==> src/rtl/v33_bus_responder.sv <==
// v33_bus_responder
// Target-side responder for the V33 bus control unit. Samples the CPU bus-cycle
// pins on the shared ce_1/ce_2 timebase, decodes each cycle, and turns memory
// and I/O cycles into one request/acknowledge transaction on a word-wide
// backing-store port. Interrupt-acknowledge and halt-acknowledge cycles are
// answered locally. Read data goes back on din and completion on n_ready, with
// WAIT_STATES extra T_2 periods inserted after the backing store acknowledges.
//
// Ports:
//   clk, n_reset           system clock, asynchronous active-low reset
//   ce_1, ce_2             phase-1 / phase-2 clock enables shared with the CPU
//   n_bcyst, n_dstb        bus cycle start / data strobe (active low)
//   r_w, m_io, busst1/0    cycle-type status
//   n_ube, addr, dout      upper byte enable, physical address, CPU write data
//   din, n_ready, bs16     read data, cycle complete (active low), bus size
//   tgt_*                  backing-store request port (req held until ack)
//   int_vector, int_ack    interrupt vector in, pulse after second INT_ACK
//   halted, bus_error      halt-acknowledge status, sticky protocol error
module v33_bus_responder #(
    parameter int WAIT_STATES = 0
) (
    input  logic        clk,
    input  logic        n_reset,
    input  logic        ce_1,
    input  logic        ce_2,
    input  logic        n_bcyst,
    input  logic        n_dstb,
    input  logic        r_w,
    input  logic        m_io,
    input  logic        busst0,
    input  logic        busst1,
    input  logic        n_ube,
    input  logic [23:0] addr,
    input  logic [15:0] dout,
    output logic [15:0] din,
    output logic        n_ready,
    output logic        bs16,
    output logic        tgt_req,
    output logic        tgt_mem,
    output logic        tgt_we,
    output logic [22:0] tgt_addr,
    output logic [1:0]  tgt_be,
    output logic [15:0] tgt_wdata,
    input  logic [15:0] tgt_rdata,
    input  logic        tgt_ack,
    input  logic [7:0]  int_vector,
    output logic        int_ack,
    output logic        halted,
    output logic        bus_error
);

    typedef enum logic [2:0] {
        R_IDLE,
        R_ADDR,
        R_ACCESS,
        R_WAIT,
        R_READY
    } state_t;

    typedef enum logic [1:0] {
        K_ACCESS,
        K_INTA,
        K_HALT,
        K_BAD
    } kind_t;

    // Wait-state counter is 4 bits wide; WAIT_STATES is expected in 0..15.
    localparam logic [3:0] WAIT_INIT = 4'(WAIT_STATES);

    state_t     state;
    kind_t      kind;
    kind_t      dec_kind;
    logic       dec_write;
    logic [3:0] wait_cnt;
    logic       int_second;
    logic [1:0] busst;

    assign busst = {busst1, busst0};
    assign bs16  = 1'b1;

    // Cycle-type decode of the status pins as presented at cycle start.
    // Instruction fetch is a memory read regardless of r_w; anything not
    // listed is a protocol violation completed as a zero-data read.
    always_comb begin
        dec_kind  = K_BAD;
        dec_write = 1'b0;
        if (!m_io && r_w && busst == 2'b00) begin
            dec_kind = K_INTA;
        end else if (!m_io && busst == 2'b01) begin
            dec_kind  = K_ACCESS;
            dec_write = ~r_w;
        end else if (!m_io && !r_w && busst == 2'b11) begin
            dec_kind = K_HALT;
        end else if (m_io && busst == 2'b00) begin
            dec_kind = K_ACCESS;
        end else if (m_io && busst == 2'b01) begin
            dec_kind  = K_ACCESS;
            dec_write = ~r_w;
        end
    end

    // Bus cycle sequencer. All outputs are registered here.
    // Entering completion with WAIT_STATES=0 drives n_ready low immediately
    // so that the CPU sees ready on its first T_2 ce_1 (zero-wait cycle).
    // Otherwise R_WAIT lets WAIT_STATES ce_1 edges pass with n_ready high,
    // dropping n_ready on the last of them.
    always_ff @(posedge clk or negedge n_reset) begin
        if (!n_reset) begin
            state      <= R_IDLE;
            kind       <= K_ACCESS;
            wait_cnt   <= 4'd0;
            int_second <= 1'b0;
            din        <= 16'hffff;
            n_ready    <= 1'b1;
            tgt_req    <= 1'b0;
            tgt_mem    <= 1'b0;
            tgt_we     <= 1'b0;
            tgt_addr   <= 23'd0;
            tgt_be     <= 2'b00;
            tgt_wdata  <= 16'd0;
            int_ack    <= 1'b0;
            halted     <= 1'b0;
            bus_error  <= 1'b0;
        end else begin
            int_ack <= 1'b0;

            // A cycle start while busy is flagged but otherwise ignored.
            if (ce_1 && !n_bcyst && state != R_IDLE) begin
                bus_error <= 1'b1;
            end

            case (state)
                R_IDLE: begin
                    if (ce_1 && !n_bcyst) begin
                        kind     <= dec_kind;
                        tgt_addr <= addr[23:1];
                        tgt_be   <= {~n_ube, ~addr[0]};
                        tgt_mem  <= m_io;
                        tgt_we   <= dec_write;
                        halted   <= 1'b0;
                        if (dec_kind == K_BAD) begin
                            bus_error <= 1'b1;
                        end
                        state <= R_ADDR;
                    end
                end

                R_ADDR: begin
                    if (ce_2 && !n_dstb) begin
                        tgt_wdata <= dout;
                        if (kind == K_ACCESS) begin
                            tgt_req <= 1'b1;
                            state   <= R_ACCESS;
                        end else begin
                            // Locally answered cycles: vector, or zero data.
                            if (kind == K_INTA) begin
                                din <= {8'h00, int_vector};
                            end else begin
                                din <= 16'h0000;
                            end
                            if (WAIT_STATES == 0) begin
                                n_ready <= 1'b0;
                                state   <= R_READY;
                            end else begin
                                wait_cnt <= WAIT_INIT;
                                state    <= R_WAIT;
                            end
                        end
                    end
                end

                R_ACCESS: begin
                    if (tgt_ack) begin
                        tgt_req <= 1'b0;
                        if (!tgt_we) begin
                            din <= tgt_rdata;
                        end
                        if (WAIT_STATES == 0) begin
                            n_ready <= 1'b0;
                            state   <= R_READY;
                        end else begin
                            wait_cnt <= WAIT_INIT;
                            state    <= R_WAIT;
                        end
                    end
                end

                R_WAIT: begin
                    if (ce_1) begin
                        if (wait_cnt <= 4'd1) begin
                            wait_cnt <= 4'd0;
                            n_ready  <= 1'b0;
                            state    <= R_READY;
                        end else begin
                            wait_cnt <= wait_cnt - 4'd1;
                        end
                    end
                end

                R_READY: begin
                    // The CPU samples the low n_ready on this same edge.
                    if (ce_1) begin
                        n_ready <= 1'b1;
                        state   <= R_IDLE;
                        if (kind == K_INTA) begin
                            if (int_second) begin
                                int_ack    <= 1'b1;
                                int_second <= 1'b0;
                            end else begin
                                int_second <= 1'b1;
                            end
                        end
                        if (kind == K_HALT) begin
                            halted <= 1'b1;
                        end
                    end
                end

                default: begin
                    state <= R_IDLE;
                end
            endcase
        end
    end

endmodule

==> config.mk <==
export PLATFORM = sky130hd
export DESIGN_NAME = v33_bus_responder
export DESIGN_NICKNAME = d
export VERILOG_FILES = /design/src/rtl/v33_bus_responder.sv
export SDC_FILE = /design/constraint.sdc
export NUM_CORES = 1
export LEC_CHECK = 0
export CAP_MARGIN = 20
export CORE_ASPECT_RATIO = 0.7
export CORE_MARGIN = 2
export CORE_UTILIZATION = 46
export CTS_CLUSTER_DIAMETER = 40
export DETAILED_ROUTE_END_ITERATION = 8
export GPL_TIMING_DRIVEN = 1
export PLACE_DENSITY = 0.87
export SETUP_SLACK_MARGIN = 0.15
export SLEW_MARGIN = 20
export SYNTH_ARGS = -nofsm -noshare
export SYNTH_HDL_FRONTEND = slang
export SYNTH_SLANG_ARGS = --single-unit
==> constraint.sdc <==
create_clock -name clk -period 2.58 [get_ports clk]
set_input_delay 0.258 -clock clk [delete_from_list [all_inputs] [get_ports clk]]
set_output_delay 0.258 -clock clk [all_outputs]
set_load 0.05 [all_outputs]
Word level (Yosys, flattened, before mapping). Cells that the tools add are included.

Add/subtract/negate cells: 1. Eq/ne operators: 19. Bitwise logic cells: 3. Order comparisons: 1. Reduce and logical (&&, ||, !) cells: 30. Muxes and demuxes: 48.

Operators by type and width (count): 2-to-1 mux 16 bit (4); case mux 16 bit (2 select lines) (1); 2-to-1 mux 1 bit (25); 2-to-1 mux 3 bit (7); != test 2 bit, second input constant (10); case mux 3 bit (5 select lines) (1); logical AND 1 bit (10); 2-to-1 mux 2 bit (5); 2-to-1 mux 8 bit (1); AND reduction 4 bit (2); AND reduction 7 bit (1); equality test 2 bit, second input constant (3); equality test 3 x 2 -> 1 bit, second input constant (2); AND reduction 2 bit (3); AND reduction 6 bit (1); AND reduction 5 bit (1); equality test 2 x 1 -> 1 bit, second input constant (2); <= comparator 4 x 1 -> 1 bit, second input constant (1); zero test 1 bit (4); zero test 2 bit (2); 2-to-1 mux 4 bit (1); case mux 1 bit (2 select lines) (2); case mux 1 bit (4 select lines) (1); nonzero test 2 bit (2); 8 further kinds (10).

Bits of input ports: 76. Word-level logic and storage cells: 117. Output and inout port bits: 65. Bits in registers: 74.

Depth between registers and ports, before layout. Gate-level depths: netlist (run 1).

Depth after elaboration: 11. Mapped depth: 6. Mapped depth without buffers: 6.

Least setup slack after synthesis (run 1). OpenSTA, ideal clock, no wires.

Kind: flip-flop to flip-flop. Start: register state[0]. End: register din[0]. Setup time: 75 ps. Buffers on the path: 1. Stages on the path, launching flop included: 6. Data required time: 2505 ps. Arrival time: 1482 ps. Path slack: 1023 ps. Period minus slack after synthesis: 1557 ps. Path through: dfrtp_1 -> or3b_2 -> o21a_1 -> nand3_4 -> buf_6 -> mux2i_1.

Longest elaborated chain between the ends: 3. Elaborated cells between the ends (all ways): 9. Those cells by class: eq/ne: 6; mux: 1; reduce/logical: 2.

RTL lines: start: declaration (line 70) `state_t state;`; start signal: assignment (line 109) `state <= R_IDLE;`; start signal: assignment (line 144) `state <= R_ADDR;`; start signal: assignment (line 153) `state <= R_ACCESS;`; equality test 3 x 1 -> 1 bit / equality test 3 x 2 -> 1 bit (equally long branches) (line 132) `case (state)`; != test 2 bit (no source line) / nonzero test 2 bit (equally long branches); AND reduction 5 bit (no source line); end signal: assignment (line 157) `din <= {8'h00, int_vector};`; end signal: assignment (line 176) `din <= tgt_rdata;`; end: declaration (line 35) `output logic [15:0] din,`.

Several ways; a longest one is shown, not always the timed one. A chain may end at the register's enable or synchronous reset.

Worst setup path after layout (run 1).
Start: register din[1]. End: output port din[1].

No word-level cell between the ends.

==> results of run 1 <==
-- state kept, by name, summed over array words and instances (netlist names) --
| name | flops |
|---|---|
| tgt_addr | 23 |
| tgt_req | 1 |
| halted | 1 |
| int_ack | 1 |
| tgt_be | 2 |
| tgt_wdata | 16 |
| tgt_mem | 1 |
| n_ready | 1 |
| din | 16 |
| wait_cnt | 4 |
| bus_error | 1 |
| kind | 2 |
| int_second | 1 |
| state | 3 |
| tgt_we | 1 |
-- per-layer routing --
metal  track usage (%)  vias to the layer above  wire [um]
met2             35.14                      100       3722
met1             26.73                     1194       3419
li1                  -                     1187          -
met3             8.485                        8        651
met4             5.926                        0         73
met5                 0                        -          0
-- worst min path at each step --
stage	slack, ns	end	startpoint	depth (start not counted)
finish	0.06	int_second$_DFFE_PN0P_	n_reset	1
global route	0.10	tgt_wdata[14]$_DFFE_PN0P_	n_reset	1
global placement	0.45	tgt_req$_DFFE_PN0P_	n_reset	1
CTS	0.08	tgt_wdata[1]$_DFFE_PN0P_	n_reset	1
floorplan	-0.04	bus_error$_DFF_PN0_	n_reset	0
detailed placement	0.45	bus_error$_DFF_PN0_	bus_error$_DFF_PN0_	1
-- power groups by stage --
stage / Sequential (mW) / Combinational (mW) / Clock (mW)
global placement: 2.00 / 3.46 / 0
floorplan: 3.51 / 0.856 / 0
finish: 2.01 / 3.50 / 0.979
CTS: 2.01 / 3.54 / 1.00
global route: 2.09 / 3.68 / 1.05
detailed placement: 2.04 / 3.52 / 0
-- placed cells by master (no fill, tap or decap), types with 2 or more instances in the layout --
cell	n
nor3_1	4
clkdlybuf4s50_1	138
ha_1	2
mux2_2	31
buf_4	3
nor2_1	9
nand3_1	3
and3_1	8
nand2_1	20
a31oi_1	2
mux2i_1	17
a21oi_1	10
nor2b_1	4
mux2_4	10
dfstp_2	17
a21o_1	2
nand2b_1	2
inv_1	23
dfrtp_1	57
bufinv_16	2
nand3b_1	3
clkbuf_8	9
o21ai_0	14
-- cells by family (layout without fill, tap and decap cells) --
family | Yosys count | after routing | synth area share (%)
simple gates | 62 | 62 | 10.08
mux | 58 | 58 | 20.34
compound gates | 33 | 33 | 5.780
xor+xnor | 1 | 1 | 0.2662
fa+ha+maj | 2 | 2 | 0.7603
flops | 74 | 74 | 56.92
buf+inv | 34 | 180 | 5.741
other cells | 1 | 1 | 0.1140
-- area by class of cell --
class / count / area (sq um) / area share [%]
clock inverters: 6 / 90.09 / 1.828
well taps: 94 / 117.6 / 2.387
flip-flops and latches: 74 / 1873 / 38.01
repair buffers: 141 / 1404 / 28.49
multi-input cells: 157 / 1229 / 24.94
clock buffers: 10 / 127.6 / 2.590
inverters: 23 / 86.33 / 1.752
==> reports/qor.txt, run 1 <==
CP Capture Type: output pin
initial antenna violation count: 0
pin count of the biggest net entering global routing: 75
WP depth: 1
fin worst setup slack: 0.6169 ns
clk_skew: 0.005902 ns
cells along the critical path: clkdlybuf4s50_1
final hold violations: 0
RSZ-0062 raised after global routing: no
Top delay family on crit path: buffers and inverters
Synth top cells by count: dfrtp_1 (57), mux2_2 (31), inv_1 (23)
n_diodes: 0
gpl congestion: 0.9085
Max stage delay cell, worst path: clkdlybuf4s50_1
Gate power share: 53.9%
first-pass GRT wire length: 12860 um
pre-CTS WS: 0.4276 ns
Yosys top cell by area: dfrtp_1
FFs w/ async S/R, synth: 100.0%
reg2reg end: tgt_wdata[8]$_DFFE_PN0P_
Worst Path Required: 2.32 ns
antenna-violating nets left: 0
Post-DP Area: 4710 sq um
synth top area cells: dfrtp_1 (43%), dfstp_2 (14%), mux2_2 (11%), mux2i_1 (5.2%), mux2_4 (4.6%)
yosys warns: 0
syn_nets: 343
grt total ovfl: 0
Pleak: 2.152 nW
fin area: 4927 sq um
CP Launch Point: din[1]$_DFFE_PN1P_
share of cells above drive strength 1: 19.95%
Worst Setup Path Type: reg -> out
drt via density: 4.929
clock network power share: 15.1%
post-layout min period: 1.963 ns
hpwl dp: 5845 um
I/O pin cnt: 141
number of synthesized flops with an enable pin: 0
CTS root buf: clkbuf_8
sequential fraction of the synthesis area: 56.92%
total routed wirelength: 7867 um
Layout Cells excl Fill: 505
R2R cell count: 3
Chip Height: 74.77 um
most numerous cell in the Yosys netlist: dfrtp_1
clock sinks: 74
final core utilization: 71.93%
fmax: 509.4 MHz
run status: complete, no violations
Pwr Density: 1319 nW/um^2
Setup Buffers After CTS: 0
number of global-route vias before repair: 2559
Flop pwr share: 31.0%
Mean Syn Cell Area: 12.42 sq um
Unique masters post-synth: 40
total global routing track utilization: 21.32%
Layout area overhead: 49.73%
CTS tree: built
Starting Density: 48.04%
die area: 7857 sq um
P_int: 3.578 mW
post_cts resized: 0
Arrival @ worst endpoint: 1.71 ns
PortBufs: 139
Pins Over Slew Limit: 0
TritonCTS Buffers: 9
CTS H-tree lvls: 3
share of the synthesized area in the top cell type: 43.35%
DRC: 0
Starting DRT DRC Count: 127
Longest Clk Path Bufs: 2
Cells after Synth: 265
hold bufs inserted after CTS: 0
Final nets: 484
fin crit share: 76.09%
setup violators final: 0
maxcap violations: 0
switching share of power: 44.92%
Critical R2R Launch: state[0]$_DFFE_PN0P_
routed length per instance: 15.58 um
Reg2Reg Setup Slack: 0.68 ns
Placed Cells: 489
fill cell total of the finished layout: 490
DIE WIDTH: 105.1 um
Worst Path Buf+Inv: 1
Critical Path End: din[1]
flops & latches, synth: 74
Sw Pwr: 2.919 mW
Max FO, Critical Path: 2
Synth Flop Type: dfrtp_1
slowest stage delay, CP: 0.83 ns
Clk Latency, worst-skew pair: 0.34 ns
Worst-path clk slew: 0.07 ns
num rows: 25
Hold Slack: 0.05861 ns
Power Total: 6.497 mW
crit start category: flop
Slew HR: 39.04%
Core Area: 6850 sq um
slew of the pin with the lowest slew margin: 0.9144 ns
final setup TNS: 0 ns
Mapped Area: 3291 sq um
first drt pass iteration count: 4
detailed-route via count: 2489
Max VDD drop: 707.3 uV
Hold/Removal Path Class: in -> async
Power figures use the tool's default switching activity.
==> inputs of run 2 (changes only) <==
Settings changed: CORE_UTILIZATION 46 to 38, PLACE_DENSITY 0.87 to 0.77.
Clock period 2.58 ns to 1.7 ns, I/O delays scaled along.
==> reports/qor.txt, run 2 (synthesis results as in run 1) <==
run status: complete, no violations
first drt pass iteration count: 4
R2R cell count: 4
routed length per instance: 15.78 um
Starting Density: 38.97%
total global routing track utilization: 18.97%
antenna-violating nets left: 0
Layout area overhead: 65.10%
CTS root buf: clkbuf_16
n_diodes: 0
first-pass GRT wire length: 13270 um
CTS tree: built
hpwl dp: 6024 um
die area: 9432 sq um
Max FO, Critical Path: 16
Clk Latency, worst-skew pair: 0.33 ns
Layout Cells excl Fill: 563
Max VDD drop: 1078 uV
share of cells above drive strength 1: 35.21%
DR top layer: met4
Reg2Reg Setup Slack: 0.09 ns
pre-CTS WS: -0.1617 ns
Arrival @ worst endpoint: 1.81 ns
RSZ-0062 raised after global routing: yes
I/O pin cnt: 141
Core Area: 8443 sq um
gpl congestion: 0.9045
initial antenna violation count: 0
detailed-route via count: 2665
Hold/Removal Path Class: in -> async
fmax: 622.8 MHz
number of global-route vias before repair: 2639
Pleak: 2.532 nW
met2 WL: 4174 um
CTS H-tree lvls: 3
fill cell total of the finished layout: 666
num rows: 28
post-layout min period: 1.606 ns
Placed Cells: 529
Worst Path Required: 1.91 ns
final hold violations: 0
cells along the critical path: buf_4 -> or3_4 -> buf_12 -> mux2_4
final setup TNS: 0 ns
reg2reg end: tgt_wdata[10]$_DFFE_PN0P_
most frequent cells in the layout: clkdlybuf4s50_1 (74), dfrtp_1 (55), buf_4 (48)
slowest stage delay, CP: 0.45 ns
Max stage delay cell, worst path: dfrtp_2
setup violators final: 0
Power Total: 10.58 mW
Hold Slack: 0.2842 ns
fin crit share: 94.46%
DRC: 0
clk_skew: 0.004562 ns
fin worst setup slack: 0.09424 ns
Most flops, register: tgt_addr
most common cell after layout, fill and taps aside: clkdlybuf4s50_1
crit start category: flop
clock sinks: 74
maxcap violations: 0
CP Capture Type: flop
slew of the pin with the lowest slew margin: 0.5176 ns
Largest regs: tgt_addr: 23 flops, din: 16 flops, tgt_wdata: 16 flops
Critical R2R Launch: state[2]$_DFFE_PN0P_
Metal-1 WL: 3808 um
DIE WIDTH: 115.2 um
total routed wirelength: 8882 um
met3 routed WL: 803 um
Worst-path clk slew: 0.06 ns
Starting DRT DRC Count: 80
Slew HR: 65.63%
Chip Height: 81.86 um
Worst Setup Path Type: reg -> reg
pin count of the biggest net entering global routing: 26
Longest Clk Path Bufs: 2
Final nets: 516
max FFs per register: 23
PortBufs: 139
Pwr Density: 1948 nW/um^2
drt via density: 4.734
TritonCTS Buffers: 9
grt total ovfl: 0
Pins Over Slew Limit: 0
## run 2: worst max-delay path: cells and delay by family, from the launching register on
kind,cells,cell delay (ns)
AND/OR/NAND/NOR,1,0.39
flip-flops,1,0.45
multiplexers,1,0.30
buffers and inverters,2,0.34
## run 2: how the worst max path moves through the flow
stage / startpoint / endpoint / slack (ns) / depth (start not counted)
after global placement: tgt_ack / din[13]$_DFFE_PN1P_ / -0.07 / 5
after detailed placement: tgt_ack / din[3]$_DFFE_PN1P_ / -0.16 / 5
after floorplan: state[0]$_DFFE_PN0P_ / din[0]$_DFFE_PN1P_ / 0.16 / 5
final: state[2]$_DFFE_PN0P_ / tgt_wdata[10]$_DFFE_PN0P_ / 0.09 / 4
after global routing: state[0]$_DFFE_PN0P_ / tgt_wdata[10]$_DFFE_PN0P_ / 0.07 / 5
after CTS: state[1]$_DFFE_PN0P_ / tgt_addr[5]$_DFFE_PN0P_ / 0.11 / 6
## run 2: area by class of cell
type	instances	area, sq um	share of cell area [%]
Inverter	23	86.33	1.589
Multi-Input combinational cell	157	1340	24.67
Tap cell	120	150.1	2.764
Timing Repair Buffer	173	1660	30.56
Clock inverter	5	77.57	1.428
Clock buffer	11	242.7	4.468
Sequential cell	74	1876	34.52
## run 2: power breakdown
| part | internal (mW) | switching, mW | total (mW) |
|---|---|---|---|
| Clock | 1.32 | 0.701 | 2.02 |
| Combinational | 2.00 | 3.52 | 5.52 |
| Sequential | 2.60 | 0.446 | 3.05 |
## run 2: what timing repair did
action	in CTS	in global routing
gates resized for setup	50	20
hold buffers	1	0
gates cloned	2	1
buffers inserted	7	7
endpoints found under the setup margin	91	61
endpoints found under the hold margin	15	0
pin swaps	4	6
## run 2: layer usage
layer  GRT usage [%]  vias up
li1                -     1250
met1           22.41     1288
met2           30.71      118
met3           8.856        9
met4           6.747        0
met5               0        -
## run 2: metrics by stage
step / area [sq um] / utilization, %
after CTS: 5271 / 62.43
final: 5433 / 64.35
after detailed placement: 4820 / 57.08
after global routing: 5433 / 64.35
after floorplan: 3301 / -
after global placement: 4820 / 57.08
